`src/rtl/noc_input_buffer.sv`:
```
// rtl/noc_input_buffer.sv - router input FIFO with header request and packet release FSM
// Flits are buffered first-word-fall-through; a granted packet is released header, size, then N payload flits.

module noc_input_buffer #(
   parameter int FLIT_WIDTH   = 16,
   parameter int BUFFER_DEPTH = 16
) (
   input  logic                          i_clock,
   input  logic                          i_reset,
   input  logic                          i_rx,
   input  logic [FLIT_WIDTH-1:0]         i_data_in,
   output logic                          o_credit,
   output logic                          o_overflow,
   output logic                          o_h,
   input  logic                          i_ack_h,
   output logic                          o_data_av,
   output logic [FLIT_WIDTH-1:0]         o_data,
   input  logic                          i_data_ack,
   output logic                          o_sender,
   output logic [$clog2(BUFFER_DEPTH):0] o_count
);

   localparam int PW = $clog2(BUFFER_DEPTH);
   localparam int CW = PW + 1;

   typedef enum logic [2:0] {
      S_IDLE,
      S_REQ,
      S_HDR,
      S_SIZE,
      S_PAYLOAD
   } state_t;

   logic [FLIT_WIDTH-1:0] mem [BUFFER_DEPTH];
   logic [PW-1:0]         wr_ptr;
   logic [PW-1:0]         rd_ptr;
   logic [CW-1:0]         count;
   logic [FLIT_WIDTH-1:0] flit_cnt;
   state_t                state;
   logic                  write;
   logic                  read;
   logic                  releasing;

   assign o_credit  = (count < CW'(BUFFER_DEPTH));
   assign write     = i_rx && o_credit;
   assign releasing = (state == S_HDR) || (state == S_SIZE) || (state == S_PAYLOAD);
   assign o_data_av = releasing && (count != '0);
   assign read      = i_data_ack && o_data_av;
   assign o_data    = mem[rd_ptr];
   assign o_count   = count;

   always_ff @(posedge i_clock) begin
      if (write)
         mem[wr_ptr] <= i_data_in;
   end

   // Power-of-two depth lets the pointers wrap by plain overflow.
   always_ff @(posedge i_clock) begin
      if (i_reset) begin
         wr_ptr     <= '0;
         rd_ptr     <= '0;
         count      <= '0;
         o_overflow <= 1'b0;
      end else begin
         if (write)
            wr_ptr <= wr_ptr + PW'(1);
         if (read)
            rd_ptr <= rd_ptr + PW'(1);
         case ({write, read})
            2'b10:   count <= count + CW'(1);
            2'b01:   count <= count - CW'(1);
            default: count <= count;
         endcase
         if (i_rx && !o_credit)
            o_overflow <= 1'b1;
      end
   end

   // o_h and o_sender are registered alongside the state they decode.
   always_ff @(posedge i_clock) begin
      if (i_reset) begin
         state    <= S_IDLE;
         flit_cnt <= '0;
         o_h      <= 1'b0;
         o_sender <= 1'b0;
      end else begin
         case (state)
            S_IDLE: begin
               if (count != '0) begin
                  state <= S_REQ;
                  o_h   <= 1'b1;
               end
            end
            S_REQ: begin
               if (i_ack_h) begin
                  state    <= S_HDR;
                  o_h      <= 1'b0;
                  o_sender <= 1'b1;
               end
            end
            S_HDR: begin
               if (read)
                  state <= S_SIZE;
            end
            S_SIZE: begin
               if (read) begin
                  flit_cnt <= o_data;
                  if (o_data == '0) begin
                     state    <= S_IDLE;
                     o_sender <= 1'b0;
                  end else begin
                     state <= S_PAYLOAD;
                  end
               end
            end
            S_PAYLOAD: begin
               if (read) begin
                  flit_cnt <= flit_cnt - FLIT_WIDTH'(1);
                  if (flit_cnt == FLIT_WIDTH'(1)) begin
                     state    <= S_IDLE;
                     o_sender <= 1'b0;
                  end
               end
            end
            default: begin
               state    <= S_IDLE;
               o_h      <= 1'b0;
               o_sender <= 1'b0;
            end
         endcase
      end
   end

endmodule

```
`config.mk`:
```
export PLATFORM = sky130hd
export DESIGN_NAME = noc_input_buffer
export DESIGN_NICKNAME = d
export VERILOG_FILES = /design/src/rtl/noc_input_buffer.sv
export SDC_FILE = /design/constraint.sdc
export NUM_CORES = 1
export LEC_CHECK = 0
export ABC_AREA = 1
export CAP_MARGIN = 20
export CORE_MARGIN = 3
export CORE_UTILIZATION = 40
export CTS_CLUSTER_DIAMETER = 40
export DETAILED_ROUTE_END_ITERATION = 12
export PLACE_DENSITY = 0.53
export SETUP_SLACK_MARGIN = 0.02
export SYNTH_ARGS = -nofsm -noshare
export SYNTH_HDL_FRONTEND = slang
export SYNTH_SLANG_ARGS = --single-unit
```
`constraint.sdc`:
```
create_clock -name i_clock -period 3.8 [get_ports i_clock]
set_input_delay 0.38 -clock i_clock [delete_from_list [all_inputs] [get_ports i_clock]]
set_output_delay 0.38 -clock i_clock [all_outputs]
set_load 0.05 [all_outputs]
```
==> metrics <==
Async S/R FF share, synth=0%; Fmax=331.1 MHz; Max-Cap Viols=0; share of the yosys chip area belonging to registers=65.96%; Power per Cell Area=620.3 nW/µm²; Tmin final=just over 3 ns; Reg power frac=around 39%; Yosys cell types=41; cell count after placement=1683; Sw Ratio=between 20 and 30%; global-route wire length before repair=51520 µm; GRT Overall Usage=about a fifth; DR vias=approximately 9000; Reg area=8473 µm²; Post-CTS Setup Inserts=0; Req. time, crit path=between 3 and 4 ns; Multi-input gate area=around 3600 µm²; clock power share=42.1%; #FFs+latches synth=roughly 300; status=finished clean; row cnt=64; multiplexer share of the synthesized area=0%; final hold viol count=0; Highest Signal Layer=met4; Initial Util=about two fifths; post-synth top area cell=edfxtp_1; DP HPWL=18590 µm; Post-Syn Instances=1272; Primary FF master, synth=edfxtp_1; die width=185.1 µm; Leak=slightly above 6 nW; Final Non-Filler Cells=1764; vias in the first global route=8602; CP max stage delay=0.38 ns; simple-gate area share of the yosys netlist=a little over a fifth; yosys warns=0; maximum VDD drop=344.5 µV; core area=around 31000 µm²; CP cell instances=clkinv_2 > buf_12 > nand2_1 > nand3_1 > nand3_1 > nand3_1 > nand2_1 > buf_12; final-report setup violation count=0; largest family of logic cells by synthesized area=simple AND/OR/NAND/NOR gates; reg-to-reg startpoint=state[2]$_SDFFE_PP0P_; Final Power=between 9 and 10 mW; post-route ant nets=0; crit-path max FO=76; Root Buffer=clkbuf_16; cell with the most instances after synthesis=nand2_1; max-slew violations=0; CP Launch Type=flip-flop; compound-cell area share of the yosys netlist=5.156%; CTS Hold Bufs=0; Setup Skew=0.01888 ns; most frequent CP cell=nand3_1; post-synthesis average cell area=10.09 µm²; RSZ-0062 raised after global routing=false; die height=185.1 µm; grt ovf=0; metal2 WL=14810 µm; Min-Delay Path Class=flip-flop to flip-flop; EDFF count, synth=256; DR WL/cell=between 15 and 20 µm; DRT Wirelength=33460 µm; Net Count, Synth=between 1000 and 1500; Clock transition at path regs=about 0.05 ns; cts repair resizes=0; IO Port Bufs=46; pin count of the biggest net entering global routing=around 140; Num CTS Buffers=44; wire length on met1=15790 µm; Syn Std Cell Area=12840 µm²; crit end category=output pin; fin crit share=79.49%; Fillers=2812; Iter 0 DRT Violations=627; Skew-Pair Late Insertion Delay=0.54 ns; Setup CP Type=flip-flop to output pin; Relative slew margins=38.67%; Worst-Margin Slew=0.9189 ns; Synth Area in Adders=between 1 and 1.5%; DIE AREA=34280 µm²; top cell types by occurrence after synthesis=393 x nand2_1, 256 x edfxtp_1, 145 x nand3_1, 112 x inv_1, 106 x nor2_1; drt via density=5.113; CTS sink cnt=295; TritonCTS clock tree=done; DR WL met3=~1900 µm; DRT Pass-1 Iters=5; Final TNS setup=0 ns; Int Power=6.758 mW; Inserted Diodes=0; Yosys top cell area share=59.88%; deepest clock path buffer count=3; combinational share of power=a little under 20%; Layout area overhead=20.03%; Ports=47; H-tree Lvls=2; HP Start=o_overflow$_SDFFE_PP0P_; DRC errors left=0; share of cells above drive strength 1=between 10% and 20%; top cells by area, synth=edfxtp_1 60%, nand2_1 11%, dfxtp_1 6.1%; NetSw=about 2.8 mW; Post-layout nets=1365; initial antenna violation count=0; Placer Congestion=0.8173; Worst EP arrival=around 2.6 ns; Max stage delay cell, worst path=buf_12; xor-xnor portion of the synthesized cell area=0.5458%
[cell type report]
type	instances	area share [%]
Timing Repair Buffer	75	5.684
Sequential cell	295	54.99
Clock inverter	31	2.152
Inverter	119	2.940
Clock buffer	50	7.430
Multi-Input combinational cell	798	23.59
Tap cell	396	3.216
[power groups by stage]
stage | clock network [mW] | logic, mW | registers, mW
2_1_floorplan | 0 | 1.15 | 3.82
3_3_place_gp | 0 | 1.85 | 3.75
3_5_place_dp | 0 | 1.85 | 3.75
4_1_cts | 4.11 | 1.86 | 3.69
5_1_grt | 4.24 | 2.04 | 3.70
6_report | 4.03 | 1.84 | 3.69
[state kept, by name (all words and copies together) (netlist names), named ones only]
| register | cells |
|---|---|
| o_h | 1 |
| o_count | 5 |
| rd_ptr | 4 |
| flit_cnt | 16 |
| o_overflow | 1 |
| mem | 256 |
| wr_ptr | 4 |
| o_sender | 1 |
| state | 3 |
[kinds of logic (layout without fill, tap and decap cells)]
logic type / count (synthesis) / count (layout)
AOI/OAI and AO/OA: 116 / 116
and+or+nand+nor: 663 / 663
xor gates and xnor gates: 8 / 8
DFF: 295 / 295
adders and majority gates: 11 / 11
buffers and inverters: 179 / 275
[worst max-delay path: cells and delay by family (launching register included)]
family                 cells  cell delay, ns
buffers and inverters      3            0.88
and+or+nand+nor            5            0.80
DFF                        1            0.36
[cells in the final DEF, fill, tap and decap left out, types with 3 or more instances in the layout]
cell,n
nand2_1,393
bufinv_16,5
edfxtp_1,256
o21ai_0,41
inv_1,112
clkdlybuf4s50_1,30
clkinv_1,3
clkinvlp_4,7
o21ai_1,9
nor2_2,17
a21oi_1,40
nand4_1,3
o211ai_1,9
dfxtp_1,37
clkbuf_16,45
clkinv_2,11
nand3_1,145
inv_6,6
ha_1,11
nor2_1,90
nor3_1,10
xnor2_1,3
buf_4,26
clkbuf_1,5
buf_12,19
xor2_1,5
[path summary, 6_finish.rpt]
kind / to / slack (ns) / cells past startpoint
setup / recovery: o_data[14] / 0.78 / 8
setup reg to reg: o_count[4]$_SDFFE_PP0P_ / 1.10 / 20
hold / removal: o_overflow$_SDFFE_PP0P_ / 0.47 / 2
hold reg to reg: o_overflow$_SDFFE_PP0P_ / 0.47 / 2
[through the flow]
| step | setup WS (ns) | hold WS [ns] | utilization (%) | instance area [µm²] |
|---|---|---|---|---|
| final | 0.7795 | 0.4722 | 49.59 | 15410 |
| after global routing | 0.6499 | 0.4922 | 49.59 | 15410 |
| after CTS | 0.8043 | 0.4754 | 49.59 | 15410 |
| after detailed placement | 1.041 | 0.4641 | 44.84 | 13930 |
| after global placement | 1.053 | 0.4558 | 44.84 | 13930 |
| after floorplan | 0.8615 | 0.4363 | - | 12840 |
[metal layers]
layer | vias up | track usage, %
met2 | 258 | 30.56
met5 | - | 0
met4 | 0 | 6.513
li1 | 4389 | -
met3 | 76 | 3.437
met1 | 4297 | 28.54
Note: power is estimated with default switching activity, not from simulation.
==> RTL change 1, RTL diff (same flow settings) <==
The parameter `FLIT_WIDTH` goes from 16 to 32.
--- a/src/rtl/noc_input_buffer.sv
+++ b/src/rtl/noc_input_buffer.sv
@@ -4,3 +4,3 @@
 module noc_input_buffer #(
-   parameter int FLIT_WIDTH   = 16,
+   parameter int FLIT_WIDTH   = 32,
    parameter int BUFFER_DEPTH = 16
Interface: changed (resized i_data_in and o_data); port bits go from 47 to 79. The function was not compared with the original's and may differ.
==> RTL change 1 against the original RTL <==
Utilization rose by 0.078 points; routed wire length rose by 110%; non-clock buffer count rose by 74; clock power rose by 110%; die area rose by 86%; sequential cell count rose by 272; design area rose by 92%; register-to-register slack got worse by 280 ps; total power rose by 110%; synthesized cell count rose by 82%; global-route usage rose by 1.8 points; combinational power rose by 140%; synthesized area rose by 89%; worst setup slack got worse by 430 ps; critical path type unchanged; largest cell class unchanged.
==> RTL change 1: results (changes against the original RTL) <==
I/O Buffers 78 (+70%); Arr. time, crit path 3070 ps (+430 ps); CP Launch Type flop; hold_buf cts 0 (unchanged); postcts setup bufs 0 (unchanged); HPWL Detailed 39300 um (+110%); DR vias 17100 (+90%); GP Congestion 0.875 (+7.1%); largest reg by FF count mem; final WL 68900 um (+110%); Leak 11.4 nW (+86%); vias in the first global route 16200 (+89%); GR Util All Layers 0.216 (+0.0177); starting DRC count in detailed routing 1545 (+150%); VDD IR max 354 uV (+2.8%); initial antenna violation count 2 (+2); dpl cell area 26400 um^2 (+90%); clock latency at the later pin of the worst-skew pair 620 ps (+80 ps); root buf cell clkbuf_16; nets 2484 (+82%); P_sw 6.17 mW (+120%); max FFs per register 512 (+100%); Crit Path Max Fanout 56 (-26%); Place WS 821 ps (-220 ps); largest net degree at the start of global routing 95 (-30%); clk slew on worst S/H paths 50 ps (about the same); crit share post-route 0.909 (+0.114); clk_skew 18.8 ps (-0.0517 ps); Max-Cap Viols 0 (unchanged); status finished, final reports clean; capture point of the worst path o_data[4]; commonest cells in the netlist nand2_1 (640), edfxtp_1 (512), nor2_1 (259); FF-to-FF Start state[2]; post-synthesis net count 2362 (+81%); Synth area leaders edfxtp_1 (63%), nand2_1 (9.9%), nand3_1 (5.3%), dfxtp_1 (4.5%), nor2_1 (4.0%); RR Endpoint o_count[4]; first-pass GRT wire length 103000 um (+99%); Clock Path Buffers 3 (unchanged); share of cells above drive strength 1 0.118 (+0.00828); Slew HR 0.324 (-0.0631); worst hold path class input pin to flop; CTS buffer count 92 (+110%); H-tree depth 3 (+1); cts repair resizes 0 (unchanged); Fillers 5249 (+87%); synthesis warning total 0 (unchanged); Reg2Reg Depth 21 (+5.0%); setup_tns 0 ps (unchanged); Post-synth EDFFs 512 (+100%); FFs w/ async S/R, synth 0 (unchanged); post-synthesis sequential area ratio 0.679 (+0.0192); post-synth cell types 41 (unchanged); drt first pass iters 5 (unchanged)
## RTL change 1: cell count changes in the layout (fill, tap and decap cells not counted), moves of 17 or more
| cell | before | now |
|---|---|---|
| inv_1 | 112 | 165 |
| a21oi_1 | 40 | 59 |
| nand2_1 | 393 | 640 |
| buf_4 | 26 | 68 |
| o211ai_1 | 9 | 49 |
| nand3_1 | 145 | 255 |
| nor2_1 | 90 | 243 |
| edfxtp_1 | 256 | 512 |
| clkbuf_16 | 45 | 95 |
| nor2_4 | 0 | 17 |
| o21ai_0 | 41 | 101 |
## RTL change 1: worst max-delay path: stages, from the launching register on
cell and delay, ps:
dfxtp_4 420, inv_6 140, buf_12 190, buf_4 550, nor2_1 120, nor2_1 110
o21ai_0 130, nand3_1 130, nand3_1 90, nand2_1 250, buf_4 260
## RTL change 1: kinds of logic (layout without fill, tap and decap cells)
family,after synthesis,after routing,share of synthesized area
other,0,1,0
adders and majority gates,11,11,0.00567
and+or+nand+nor,1185,1185,0.200
buffers and inverters,293,489,0.0525
AOI/OAI and AO/OA,238,238,0.0561
xor gates and xnor gates,20,20,0.00722
DFF,567,567,0.679
## RTL change 1: layout make-up
| class | instances | area (um^2) | share of cell area |
|---|---|---|---|
| clock buffers | 101 | 2400 | 0.0811 |
| well taps | 773 | 967 | 0.0327 |
| inverters | 172 | 656 | 0.0222 |
| flip-flops and latches | 567 | 16500 | 0.557 |
| repair buffers | 149 | 1670 | 0.0565 |
| clock inverters | 67 | 771 | 0.0260 |
| multi-input cells | 1454 | 6640 | 0.224 |
| diodes | 1 | 2.50 | 0.0000846 |
## RTL change 1: worst min-delay path by stage
stage / start / to / slack, ps / depth (start not counted)
CTS: i_rx / o_overflow / 370 / 3
global placement: o_h / o_h / 450 / 2
global route: i_rx / o_overflow / 420 / 3
finish: i_rx / o_overflow / 400 / 3
floorplan: flit_cnt[11] / flit_cnt[11] / 460 / 2
detailed placement: o_h / o_h / 460 / 2
## RTL change 1: routing by layer
metal  routed length, um  global-route usage  vias to the layer above
met4                1320              0.0620                        2
met3                5680              0.0563                      103
met1               30200               0.296                     8295
met5                  13                   0                        -
li1                    -                   -                     8136
met2               31700               0.340                      567
## RTL change 1: power groups by stage
stage	sequential, mW	clock (mW)	combinational [mW]
global placement	7.17	0	4.35
global route	7.07	8.91	4.74
CTS	7.06	8.63	4.38
floorplan	7.23	0	2.59
detailed placement	7.18	0	4.35
finish	7.06	8.49	4.36
## RTL change 1: through the flow
step | power (mW) | instances | hold slack [ps]
2_1_floorplan | 9.82 | 2314 | 457
3_3_place_gp | 11.5 | 3115 | 450
3_5_place_dp | 11.5 | 3115 | 465
4_1_cts | 20.1 | 3283 | 366
5_1_grt | 20.7 | 3283 | 418
6_report | 19.9 | 3284 | 403
==> RTL change 2, RTL diff (config.mk and constraints unchanged) <==
Made on the original files. Put one more register stage on the output `o_count`, cleared by the reset. The value now appears one clock later. The other outputs are not delayed to match.
--- a/src/rtl/noc_input_buffer.sv
+++ b/src/rtl/noc_input_buffer.sv
@@ -49,3 +49,9 @@
    assign o_data    = mem[rd_ptr];
-   assign o_count   = count;
+   always_ff @(posedge i_clock) begin
+      if (i_reset) begin
+         o_count <= '0;
+      end else begin
+         o_count <= count;
+      end
+   end
 
Behaviour: not the same (a bounded check fails within 4 cycles, from zero or initial values and one cycle with i_reset high).
==> RTL change 2 against the original RTL <==
Design area up 2.7%; routed wire length is 0.43% higher; sequential cell count is 5 higher; total power grew 5.0%; worst setup slack got worse by 160 ps; largest cell class unchanged; die area increased by 1.3%; clock power grew 11%; fmax is 5.0% lower; synthesized area increased by 1.4%.
==> RTL change 2: results (changes against the original RTL) <==
status finished, final reports clean; share of cells above drive strength 1 0.113 (+0.00298); Arr. time, crit path 2800 ps (+160 ps); Leak 6.34 nW (+3.6%); starting DRC count in detailed routing 651 (+3.8%); biggest regs mem x256, flit_cnt x16; I/O Buffers 46 (unchanged); DRC Markers 0 (unchanged); postcts setup bufs 0 (unchanged); DR vias 9098 (+0.86%); post-synthesis sequential area ratio 0.658 (-0.00138); CTS buffer count 46 (+4.5%); vias in the first global route 8722 (+1.4%); FFs w/ async S/R, synth 0 (unchanged); VDD IR max 358 uV (+4.0%); CP max stage cell dfxtp_4; slowest stage delay, CP 660 ps (+280 ps); Switching Share 0.285 (-0.00808); nets 1390 (+1.8%); dpl cell area 14200 um^2 (+1.7%); H-tree depth 2 (unchanged); Clock Path Buffers 3 (unchanged); Slew @ Worst Pin 890 ps (-28.5 ps); post-synthesis net count 1326 (+1.7%); worst hold path class flop to flop; Post-synth EDFFs 256 (unchanged); GP Congestion 0.846 (+3.5%); initial antenna violation count 0 (unchanged); Antenna Cells 0 (unchanged); HPWL Detailed 19400 um (+4.2%); root buf cell clkbuf_16; post-synth cell types 36 (-12%); Synth area leaders edfxtp_1 (59%), nand2_1 (11%), dfxtp_1 (6.8%), nand3_1 (5.7%), inv_1 (3.6%); Crit Path Max Fanout 97 (+28%); commonest cells in the netlist nand2_1 (393), edfxtp_1 (256), nand3_1 (149); dominant synthesized flop cell edfxtp_1; largest net degree at the start of global routing 98 (-27%); cts repair resizes 0 (unchanged); clock latency at the later pin of the worst-skew pair between 500 and 600 ps; clk_skew 30.8 ps (+11.9 ps); synthesis warning total 0 (unchanged); Avg WL per Cell 18.4 um (-3.1%); clk slew on worst S/H paths 50 ps (about the same); GR Util All Layers 0.190 (-0.00752); first-pass GRT wire length 51700 um (+0.28%); drt first pass iters 5 (unchanged)
RTL change 2: cell count changes in the layout (fill, tap and decap cells not counted), moves of 4 or more:
cell       delta
nor3_1        -4
dfxtp_1       +5
nand3_1       +4
inv_1        +12
bufinv_16     +4
o21ai_0      +13
o21ai_1       -7
clkinv_2      -5
RTL change 2: layer usage:
metal	wire (um)	GRT usage	vias up
met1	15600	0.269	4362
li1	-	-	4454
met2	15800	0.314	231
met3	1700	0.0299	51
met4	507	0.0407	0
met5	0	0	-
RTL change 2: logic make-up after synthesis:
kind of cell / after synthesis / share of synthesized area
buffers and inverters: 191 / 0.0636
adder cells (fa/ha/maj): 11 / 0.0106
flip-flops: 300 / 0.658
AND/OR/NAND/NOR: 667 / 0.212
XOR/XNOR: 7 / 0.00471
AO/OA/AOI/OAI: 118 / 0.0512
RTL change 2: per-stage QoR:
step / hold WS [ps] / utilization / std cells / setup slack (ps)
after floorplan: 438 / - / 1294 / 1080
after global placement: 447 / 0.446 / 1745 / 900
after detailed placement: 459 / 0.446 / 1745 / 834
after CTS: 468 / 0.498 / 1829 / 622
after global routing: 490 / 0.498 / 1829 / 418
final: 460 / 0.498 / 1829 / 621
RTL change 2: cell type report:
type | count | area, um^2
clock inverter | 31 | 459
fill | 2886 | 16000
multi-input combinational | 803 | 3660
timing repair buffer | 77 | 903
clock buffer | 53 | 1200
sequential | 300 | 8570
tap | 435 | 544
inverter | 130 | 489
RTL change 2: power by group through the flow:
stage	Sequential (mW)	Combinational, mW	Clock (mW)
after floorplan	3.82	1.10	0
after detailed placement	3.81	1.80	0
after global routing	3.76	1.96	4.73
after CTS	3.75	1.81	4.57
final	3.75	1.80	4.49
after global placement	3.81	1.79	0
RTL change 2: worst max-delay path, delay by kind of cell (launching register included):
kind / cells / cell delay, ps
AND/OR/NAND/NOR: 5 / 810
buffers and inverters: 2 / 590
flip-flops: 1 / 660
AO/OA/AOI/OAI: 1 / 80
RTL change 2: worst paths after layout:
check	start	endpoint	slack, ps	depth (start not counted)
worst max-delay path	flop	o_data[14]	620	8
worst min-delay path	o_sender	o_sender	460	2
worst max register to register	state[1]	count[4]	810	19
worst min register to register	o_sender	o_sender	460	2
